**config.mk**
```make
export PLATFORM = sky130hd
export DESIGN_NAME = entropy_collector
export DESIGN_NICKNAME = d
export VERILOG_FILES = /design/src/rtl/entropy_collector_pkg.sv /design/src/rtl/entropy_collector.sv
export SDC_FILE = /design/constraint.sdc
export NUM_CORES = 1
export LEC_CHECK = 0
export CORE_MARGIN = 4
export CORE_UTILIZATION = 37
export DETAILED_ROUTE_END_ITERATION = 10
export PLACE_DENSITY_LB_ADDON = 0.15
export SLEW_MARGIN = 5
export SYNTH_ARGS = -nofsm -noshare
export SYNTH_HDL_FRONTEND = slang
export SYNTH_SLANG_ARGS = --single-unit
```
**constraint.sdc**
```tcl
create_clock -name clk -period 3.3 [get_ports clk]
set_clock_uncertainty 0.05 [all_clocks]
set_input_delay 0.495 -clock clk [delete_from_list [all_inputs] [get_ports clk]]
set_output_delay 0.495 -clock clk [all_outputs]
set_load 0.01 [all_outputs]
```
**src/rtl/entropy_collector_pkg.sv**
```systemverilog
// Shared constants for the entropy collector:
// API register map, FSM state encoding and block geometry.
package entropy_collector_pkg;

  localparam int WORDS_PER_BLOCK = 16;
  localparam int IDX_W = 5;

  localparam logic [7:0] ADDR_CTRL = 8'h08;
  localparam logic [7:0] ADDR_STATUS = 8'h09;
  localparam logic [7:0] ADDR_BLOCK_CTR = 8'h0a;
  localparam logic [7:0] ADDR_DISCARD_CTR = 8'h0b;

  localparam logic [1:0] ST_IDLE = 2'd0;
  localparam logic [1:0] ST_COLLECT = 2'd1;
  localparam logic [1:0] ST_DELIVER = 2'd2;

  function automatic logic is_ro(input logic [7:0] a);
    return (a == ADDR_STATUS) ||
           (a == ADDR_BLOCK_CTR) ||
           (a == ADDR_DISCARD_CTR);
  endfunction

endpackage

```
**src/rtl/entropy_collector.sv**
```systemverilog
// Collects 16 source words into a 512-bit block and hands it
// to the mixer with a syn/ack handshake; small register API.
module entropy_collector
  import entropy_collector_pkg::*;
(
  input  logic         clk,
  input  logic         reset,
  input  logic         entropy_enabled,
  input  logic [31:0]  entropy_data,
  input  logic         entropy_valid,
  output logic         entropy_ack,
  output logic [511:0] block_data,
  output logic         block_syn,
  input  logic         block_ack,
  input  logic         cs,
  input  logic         we,
  input  logic [7:0]   address,
  input  logic [31:0]  write_data,
  output logic [31:0]  read_data,
  output logic         error
);

  logic [1:0] state_q, state_d;
  logic ctrl_en_q, ctrl_en_d;
  logic [IDX_W-1:0] idx_q, idx_d;
  logic [0:WORDS_PER_BLOCK-1][31:0] words_q, words_d;
  logic ack_q, ack_d;
  logic syn_q, syn_d;
  logic [31:0] blk_ctr_q, blk_ctr_d;
  logic [31:0] disc_ctr_q, disc_ctr_d;

  logic cap;
  logic last;
  logic ctrl_wr;
  logic unused_wdata;

  assign unused_wdata = ^write_data[31:1];

  assign ctrl_wr = cs && we && (address == ADDR_CTRL);

  // ack_q blocks back-to-back captures: one word per two cycles
  assign cap = (state_q == ST_COLLECT) && ctrl_en_q &&
               entropy_valid && entropy_enabled && !ack_q;

  assign last = (idx_q == IDX_W'(WORDS_PER_BLOCK - 1));

  always_comb begin
    state_d = state_q;
    ctrl_en_d = ctrl_en_q;
    idx_d = idx_q;
    words_d = words_q;
    ack_d = 1'b0;
    syn_d = syn_q;
    blk_ctr_d = blk_ctr_q;
    disc_ctr_d = disc_ctr_q;

    if (ctrl_wr) ctrl_en_d = write_data[0];

    case (state_q)
      ST_IDLE: begin
        if (ctrl_en_q && entropy_enabled) state_d = ST_COLLECT;
      end
      ST_COLLECT: begin
        if (!ctrl_en_q) begin
          state_d = ST_IDLE;
          idx_d = '0;
          if (idx_q != '0) disc_ctr_d = disc_ctr_q + 32'd1;
        end else if (cap) begin
          words_d[idx_q[3:0]] = entropy_data;
          idx_d = idx_q + IDX_W'(1);
          ack_d = 1'b1;
          if (last) begin
            state_d = ST_DELIVER;
            syn_d = 1'b1;
          end
        end
      end
      ST_DELIVER: begin
        if (block_ack) begin
          syn_d = 1'b0;
          idx_d = '0;
          blk_ctr_d = blk_ctr_q + 32'd1;
          state_d = ctrl_en_q ? ST_COLLECT : ST_IDLE;
        end
      end
      default: state_d = ST_IDLE;
    endcase
  end

  always_ff @(posedge clk) begin
    if (reset) begin
      state_q <= ST_IDLE;
      ctrl_en_q <= 1'b0;
      idx_q <= '0;
      words_q <= '0;
      ack_q <= 1'b0;
      syn_q <= 1'b0;
      blk_ctr_q <= '0;
      disc_ctr_q <= '0;
    end else begin
      state_q <= state_d;
      ctrl_en_q <= ctrl_en_d;
      idx_q <= idx_d;
      words_q <= words_d;
      ack_q <= ack_d;
      syn_q <= syn_d;
      blk_ctr_q <= blk_ctr_d;
      disc_ctr_q <= disc_ctr_d;
    end
  end

  assign entropy_ack = ack_q;
  assign block_syn = syn_q;
  assign block_data = words_q;

  logic is_ctrl, is_stat, is_bctr, is_dctr;

  assign is_ctrl = (address == ADDR_CTRL);
  assign is_stat = (address == ADDR_STATUS);
  assign is_bctr = (address == ADDR_BLOCK_CTR);
  assign is_dctr = (address == ADDR_DISCARD_CTR);

  always_comb begin
    read_data = 32'd0;
    error = 1'b0;
    if (cs) begin
      unique case (1'b1)
        is_ctrl: read_data = {31'd0, ctrl_en_q};
        is_stat: read_data = {18'd0, state_q, 3'd0,
                              idx_q, 3'd0, syn_q};
        is_bctr: read_data = blk_ctr_q;
        is_dctr: read_data = disc_ctr_q;
        default: error = 1'b1;
      endcase
      if (we && is_ro(address)) error = 1'b1;
    end
  end

endmodule

```
==> results of run 1 <==
[synthesized netlist by cell type, drive strengths merged]
| cell | n |
|---|---|
| and2 | 3 |
| or4 | 36 |
| a21oi | 425 |
| xnor2 | 10 |
| and4b | 1 |
| a2111oi | 1 |
| xor2 | 6 |
| ha | 7 |
| a31oi | 2 |
| a21boi | 1 |
| buf | 20 |
| or3b | 1 |
| mux4 | 1 |
| nor4 | 14 |
| clkbuf | 221 |
| or3 | 6 |
| mux2i | 130 |
| nand2b | 1 |
| mux2 | 13 |
| o31ai | 30 |
| nand4 | 37 |
| nand3b | 2 |
| and3 | 6 |
| o41ai | 1 |
| nor2b | 14 |
| or4b | 1 |
| o2111ai | 2 |
| nand3 | 21 |
| and4 | 20 |
| or2 | 5 |
| nor4b | 2 |
| a211o | 1 |
| nor2 | 195 |
| and3b | 1 |
| a22oi | 31 |
| inv | 15 |
| nor3 | 8 |
| a211oi | 1 |
| dfxtp | 586 |
| nand2 | 800 |
| nor3b | 5 |
| o21ai | 13 |
[kinds of logic after synthesis]
kind of cell / synth area share
simple gates: 0.225
flops: 0.530
compound gates: 0.123
buf+inv: 0.0446
mux: 0.0665
xor+xnor: 0.00634
fa+ha+maj: 0.00396
[routing by layer]
metal	share of wire	routed length (um)
met1	0.39	34700
met2	0.49	44200
met3	0.075	6700
met4	0.046	4150
met5	0.00014	13
[state kept, by name (all words and copies together), names as in the netlist]
name         count
blk_ctr_q       32
block_syn        1
disc_ctr_q      32
entropy_ack      1
ctrl_en_q        1
block_data     512
idx_q            5
state_q          2
[report_power, final]
part           switching (uW)  internal [uW]  leakage [uW]  total (uW)
Sequential             0.0224           7070       0.00472        7070
Combinational             323           97.4       0.00524         421
Clock                    2870           3920      0.000969        6790
[layout by cell type, fill, tap and decap left out, drive strengths merged, types with 3 or more instances in the layout]
cell type / instances
nand2: 800
nor2b: 14
mux2i: 130
clkinv: 11
a22oi: 31
and3: 6
xnor2: 10
clkbuf: 90
nand4: 37
a21oi: 425
nor2: 195
nor4: 14
o31ai: 30
and2: 3
o21ai: 13
inv: 17
buf: 71
nor3b: 5
clkdlybuf4s50: 593
ha: 7
mux2: 13
or3: 6
or4: 36
dfxtp: 586
or2: 5
xor2: 6
nand3: 21
and4: 20
bufinv: 3
nor3: 8
[metrics by stage]
step,util,instance area (um^2),cells,total power [uW]
2_1_floorplan,-,22100,2696,7400
3_3_place_gp,0.486,28700,3892,7650
3_5_place_dp,0.486,28700,3892,7650
4_1_cts,0.519,30700,3998,14400
5_1_grt,0.519,30700,3998,14700
6_report,0.519,30700,3998,14300
[worst paths after layout]
path,endpoint,slack [ns],cells past startpoint
worst min-delay path,block_data[36]$_SDFFE_PP0P_,0.33,2
worst max-delay path,read_data[2],0.13,8
worst max register to register,disc_ctr_q[28]$_SDFFE_PP0P_,0.63,4
worst min register to register,block_data[331]$_SDFFE_PP0P_,0.40,2
[what timing repair did]
item                                    4_1_cts  5_1_grt
endpoints found under the setup margin        0       21
hold buffers                                  0        0
hold endpoints to repair                      0        0
resized for setup                             0        1
buffers inserted                              0        0
[critical path: cells and delay by family]
kind	cells	cell delay [ns]
AO/OA/AOI/OAI	1	0.12
AND/OR/NAND/NOR	3	0.66
buffers and inverters	4	1.34
[layout make-up]
type / instances / area (um^2) / share of cell area
Clock buffer: 90 / 1770 / 0.0575
Clock inverter: 16 / 189 / 0.00616
Inverter: 15 / 56.3 / 0.00184
Multi-Input combinational cell: 1854 / 9410 / 0.307
Sequential cell: 586 / 11700 / 0.382
Tap cell: 773 / 967 / 0.0315
Timing Repair Buffer: 664 / 6560 / 0.214
==> impl_metrics.json, run 1 <==
{
  "outcome": "finished clean",
  "n_fill_cell": 5481,
  "synthCells": 2696,
  "critPathCaptureType": "output port",
  "holdWs_ns": 0.330,
  "max_stage_delay_ns": 0.56,
  "grt.total_usage": 0.268,
  "grt-busiest-layer": "met2",
  "place.gp.congestion": 0.862,
  "drive_gt1_frac": 0.0571,
  "crit_path_max_fanout": 24,
  "crit_type": "primary input to output port",
  "cp_common_cell": "clkdlybuf4s50_1",
  "clk_latency_ns": 0.63,
  "synth_nets": 2782,
  "syn_area_per_cell_um2": 8.20,
  "setup_ws_ns": 0.130,
  "r2r_start": "ctrl_en_q$_SDFFE_PP0P_",
  "cts.sinks": 586,
  "ys_ff_latch": 586,
  "crit_chain": "clkdlybuf4s50_1 -> nor4b_2 -> buf_4 -> and4_1 -> buf_12 -> a22oi_1 -> nor2_1 -> clkdlybuf4s50_1",
  "dieArea_um2": 63800,
  "yosysSeqAreaShare": 0.530,
  "leakage_uw": 0.0109,
  "route.detailed.drc": 0,
  "final_antenna_net_count": 0,
  "synth_top_area_cell": "dfxtp_1",
  "hp-class": "primary input to flip-flop",
  "setup_viol": 0,
  "rows": 89,
  "cts_tree": "done",
  "critPathArrivalTime_ns": 2.62,
  "required_ns": 2.75,
  "die-height_um": 253,
  "grt_overflow": 0,
  "synth_cell_types": 46,
  "max_freq_mhz": 315,
  "portBuffers": 594,
  "min-delay-start": "reset",
  "grt_pass1_wl_um": 130000,
  "clkSlewWorstSetupHoldPaths_ns": 0.06,
  "grtUsageMet3": 0.0698,
  "dp_slack_ns": 0.0701,
  "drv_cap": 0,
  "rsz0062_at_grt": "false",
  "grtUsageMet1": 0.316,
  "synth_area_um2": 22100,
  "grt_pass1_vias": 20100,
  "slew_viol_final": 0,
  "crit_slowest_cell": "clkdlybuf4s50_1",
  "detailed_place_hpwl_um": 61400,
  "area_delta_synth_final_pct": 38.7,
  "grt_max_degree": 103,
  "synth_top_area_share": 0.530,
  "core_um2": 59100,
  "fin_tns_setup_ns": 0,
  "detailroute.via_count": 21000,
  "die_w_um": 253,
  "post_drt_via_cell_ratio": 5.24,
  "wirelength_um": 89800,
  "finalCritPeriodShare": 0.961,
  "hold_viol_final": 0,
  "ioPinCount": 626,
  "n_antenna_cell": 0,
  "layout.nets": 3267,
  "grt_antenna_before_repair": 1,
  "initial_core_util": 0.374,
  "drt_iter0_markers": 1600,
  "synth_area_leaders": "dfxtp_1, nand2_1, a21oi_1",
  "startpoint": "address[2]",
  "met2_usage": 0.460,
  "max-vdd-ir-drop_v": 0.000462,
  "cts_buffer_depth": 3,
  "powerDensity_nw_per_um2": 466,
  "dr.pass1.iters": 7,
  "relSlewSlack": 0.200,
  "ys_warn_count": 0,
  "post-route-min-period_ns": 3.17,
  "routedWlPerCell_um": 22.5,
  "htreeDepth": 2,
  "root_buffer": "clkbuf_16",
  "cp-start-kind": "primary input",
  "tightest_slew_ns": 1.20,
  "cts_inserted_buffers": 60
}
(Power assumes the default switching activity.)
==> run 2: changes to the inputs <==
--- a/config.mk
+++ b/config.mk
@@ -5,6 +5,7 @@
 export SDC_FILE = /design/constraint.sdc
 export NUM_CORES = 1
 export LEC_CHECK = 0
+export CAP_MARGIN = 20
 export CORE_MARGIN = 4
 export CORE_UTILIZATION = 37
 export DETAILED_ROUTE_END_ITERATION = 10
==> run 2 against run 1 <==
Against the previous run:
- critical path type unchanged
- wire length about the same
- highest routed layer unchanged
- register-to-register slack about the same
- utilization increased by 0.076 points
- hold slack got worse by 0.017 ns
- critical path depth is the same
- sequential power about the same
- fmax down 0.42%
- sequential share of layout area decreased by 0.056 points
- first-iteration DRC count fell by 0.56%
- largest power group unchanged
==> impl_metrics.json, run 2 (synthesis results as in run 1) <==
{
  "met1Wirelength_um": 34700,
  "rr_worst_depth": 4,
  "area_delta_synth_final_pct": 38.9,
  "drv_cap": 0,
  "rows": 89,
  "post_drt_via_cell_ratio": 5.26,
  "cts_tree": "done",
  "cts.sinks": 586,
  "critPathArrivalTime_ns": 2.64,
  "grt_antenna_before_repair": 1,
  "core_um2": 59100,
  "required_ns": 2.75,
  "layout_common_cells": "nand2_1, clkdlybuf4s50_1, dfxtp_1, a21oi_1, nor2_1",
  "r2r_start": "state_q[0]$_SDFFE_PP0P_",
  "final_common_cell": "nand2_1",
  "root_buffer": "clkbuf_16",
  "min_path_cells": 2,
  "grt_pass1_wl_um": 130000,
  "grt_overflow": 0,
  "die_w_um": 253,
  "finalCritPeriodShare": 0.965,
  "worstReg2RegEnd": "disc_ctr_q[28]$_SDFFE_PP0P_",
  "route.detailed.drc": 0,
  "cts_inserted_buffers": 60,
  "max-vdd-ir-drop_v": 0.000462,
  "post-place-cells": 3892,
  "crit_type": "primary input to output port",
  "r2r_slack_ns": 0.63,
  "dr.pass1.iters": 6,
  "outcome": "finished clean",
  "initial_core_util": 0.374,
  "wirelength_um": 89800,
  "cts_setup_buffers": 0,
  "htreeDepth": 2,
  "hold_viol_final": 0,
  "clkSlewWorstSetupHoldPaths_ns": 0.06,
  "grt_max_degree": 103,
  "relSlewSlack": 0.243,
  "largest_register_ffs": 512,
  "die-height_um": 253,
  "routedWlPerCell_um": 22.4,
  "setup_viol": 0,
  "fin_tns_setup_ns": 0,
  "cts_buffer_depth": 3,
  "rsz0062_at_grt": "false",
  "grt.total_usage": 0.268,
  "route.met3.wl_um": 6770,
  "final_antenna_net_count": 0,
  "layout.nets": 3270,
  "crit_path_max_fanout": 24,
  "critPathCaptureType": "output port",
  "n_antenna_cell": 0,
  "leakage_uw": 0.0109,
  "holdWs_ns": 0.313,
  "hp-class": "primary input to flip-flop",
  "post-route-min-period_ns": 3.18,
  "ioPinCount": 626,
  "max_freq_mhz": 314,
  "top_layer_used": "met5",
  "grt_pass1_vias": 20100,
  "final_cells": 4001,
  "detailed_place_hpwl_um": 61400,
  "powerDensity_nw_per_um2": 465,
  "clk_latency_ns": 0.63,
  "tightest_slew_ns": 1.13,
  "dieArea_um2": 63800,
  "slew_viol_final": 0,
  "hold_end": "block_data[36]$_SDFFE_PP0P_",
  "cp-start-kind": "primary input",
  "portBuffers": 594,
  "detailroute.via_count": 21000,
  "drive_gt1_frac": 0.0579,
  "place.gp.congestion": 0.862,
  "wl_met2_um": 44300,
  "min-delay-start": "reset",
  "drt_iter0_markers": 1591
}
==> run 2: cell types whose count changed in the layout (fill, tap and decap cells not counted) <==
cell / previous run / this run
buf_8: 1 / 4
==> run 2: what timing repair did <==
item / CTS / global route
setup endpoints to repair: 0 / 21
hold buffers: 0 / 0
gates resized for setup: 0 / 1
hold endpoints to repair: 0 / 0
==> run 2: cell type report <==
class	instances	area (um^2)
clock buffers	90	1770
well taps	773	967
inverters	15	56.3
flip-flops and latches	586	11700
repair buffers	667	6610
fillers	5477	28400
multi-input cells	1854	9410
clock inverters	16	189
==> run 2: how the worst max path moves through the flow <==
stage                     startpoint       endpoint  slack [ns]  cells past startpoint
after global routing      address[2]  read_data[21]        0.02                      8
after CTS                 address[2]   read_data[2]        0.06                      8
final                     address[2]  read_data[28]        0.12                      8
after floorplan           address[1]  read_data[10]        0.73                      8
after detailed placement  address[2]   read_data[2]        0.07                      8
after global placement    address[2]  read_data[23]        0.15                      8
==> run 2: power by group <==
group | switching, uW | internal [uW]
clock network | 2880 | 3920
logic | 324 | 102
registers | 0.0224 | 7070
total | 3200 | 11100
==> run 2: through the flow <==
stage,worst slack (ns),util,instance area [um^2],total power (uW)
after floorplan,0.730,-,22100,7400
after global placement,0.146,0.486,28700,7650
after detailed placement,0.0701,0.486,28700,7650
after CTS,0.0578,0.519,30700,14400
after global routing,0.0158,0.520,30700,14700
final,0.117,0.520,30700,14300
==> run 2: metal layers <==
metal	GRT usage	vias to the layer above
li1	-	9941
met1	0.316	10200
met2	0.460	771
met3	0.0698	164
met4	0.119	2
met5	0	-
==> run 2: worst max-delay path: stages <==
cell and delay (ns):
clkdlybuf4s50_1 0.43, nor4b_2 0.29, buf_4 0.17, and4_1 0.24, buf_12 0.18, a22oi_1 0.11
nor2_1 0.12, clkdlybuf4s50_1 0.58
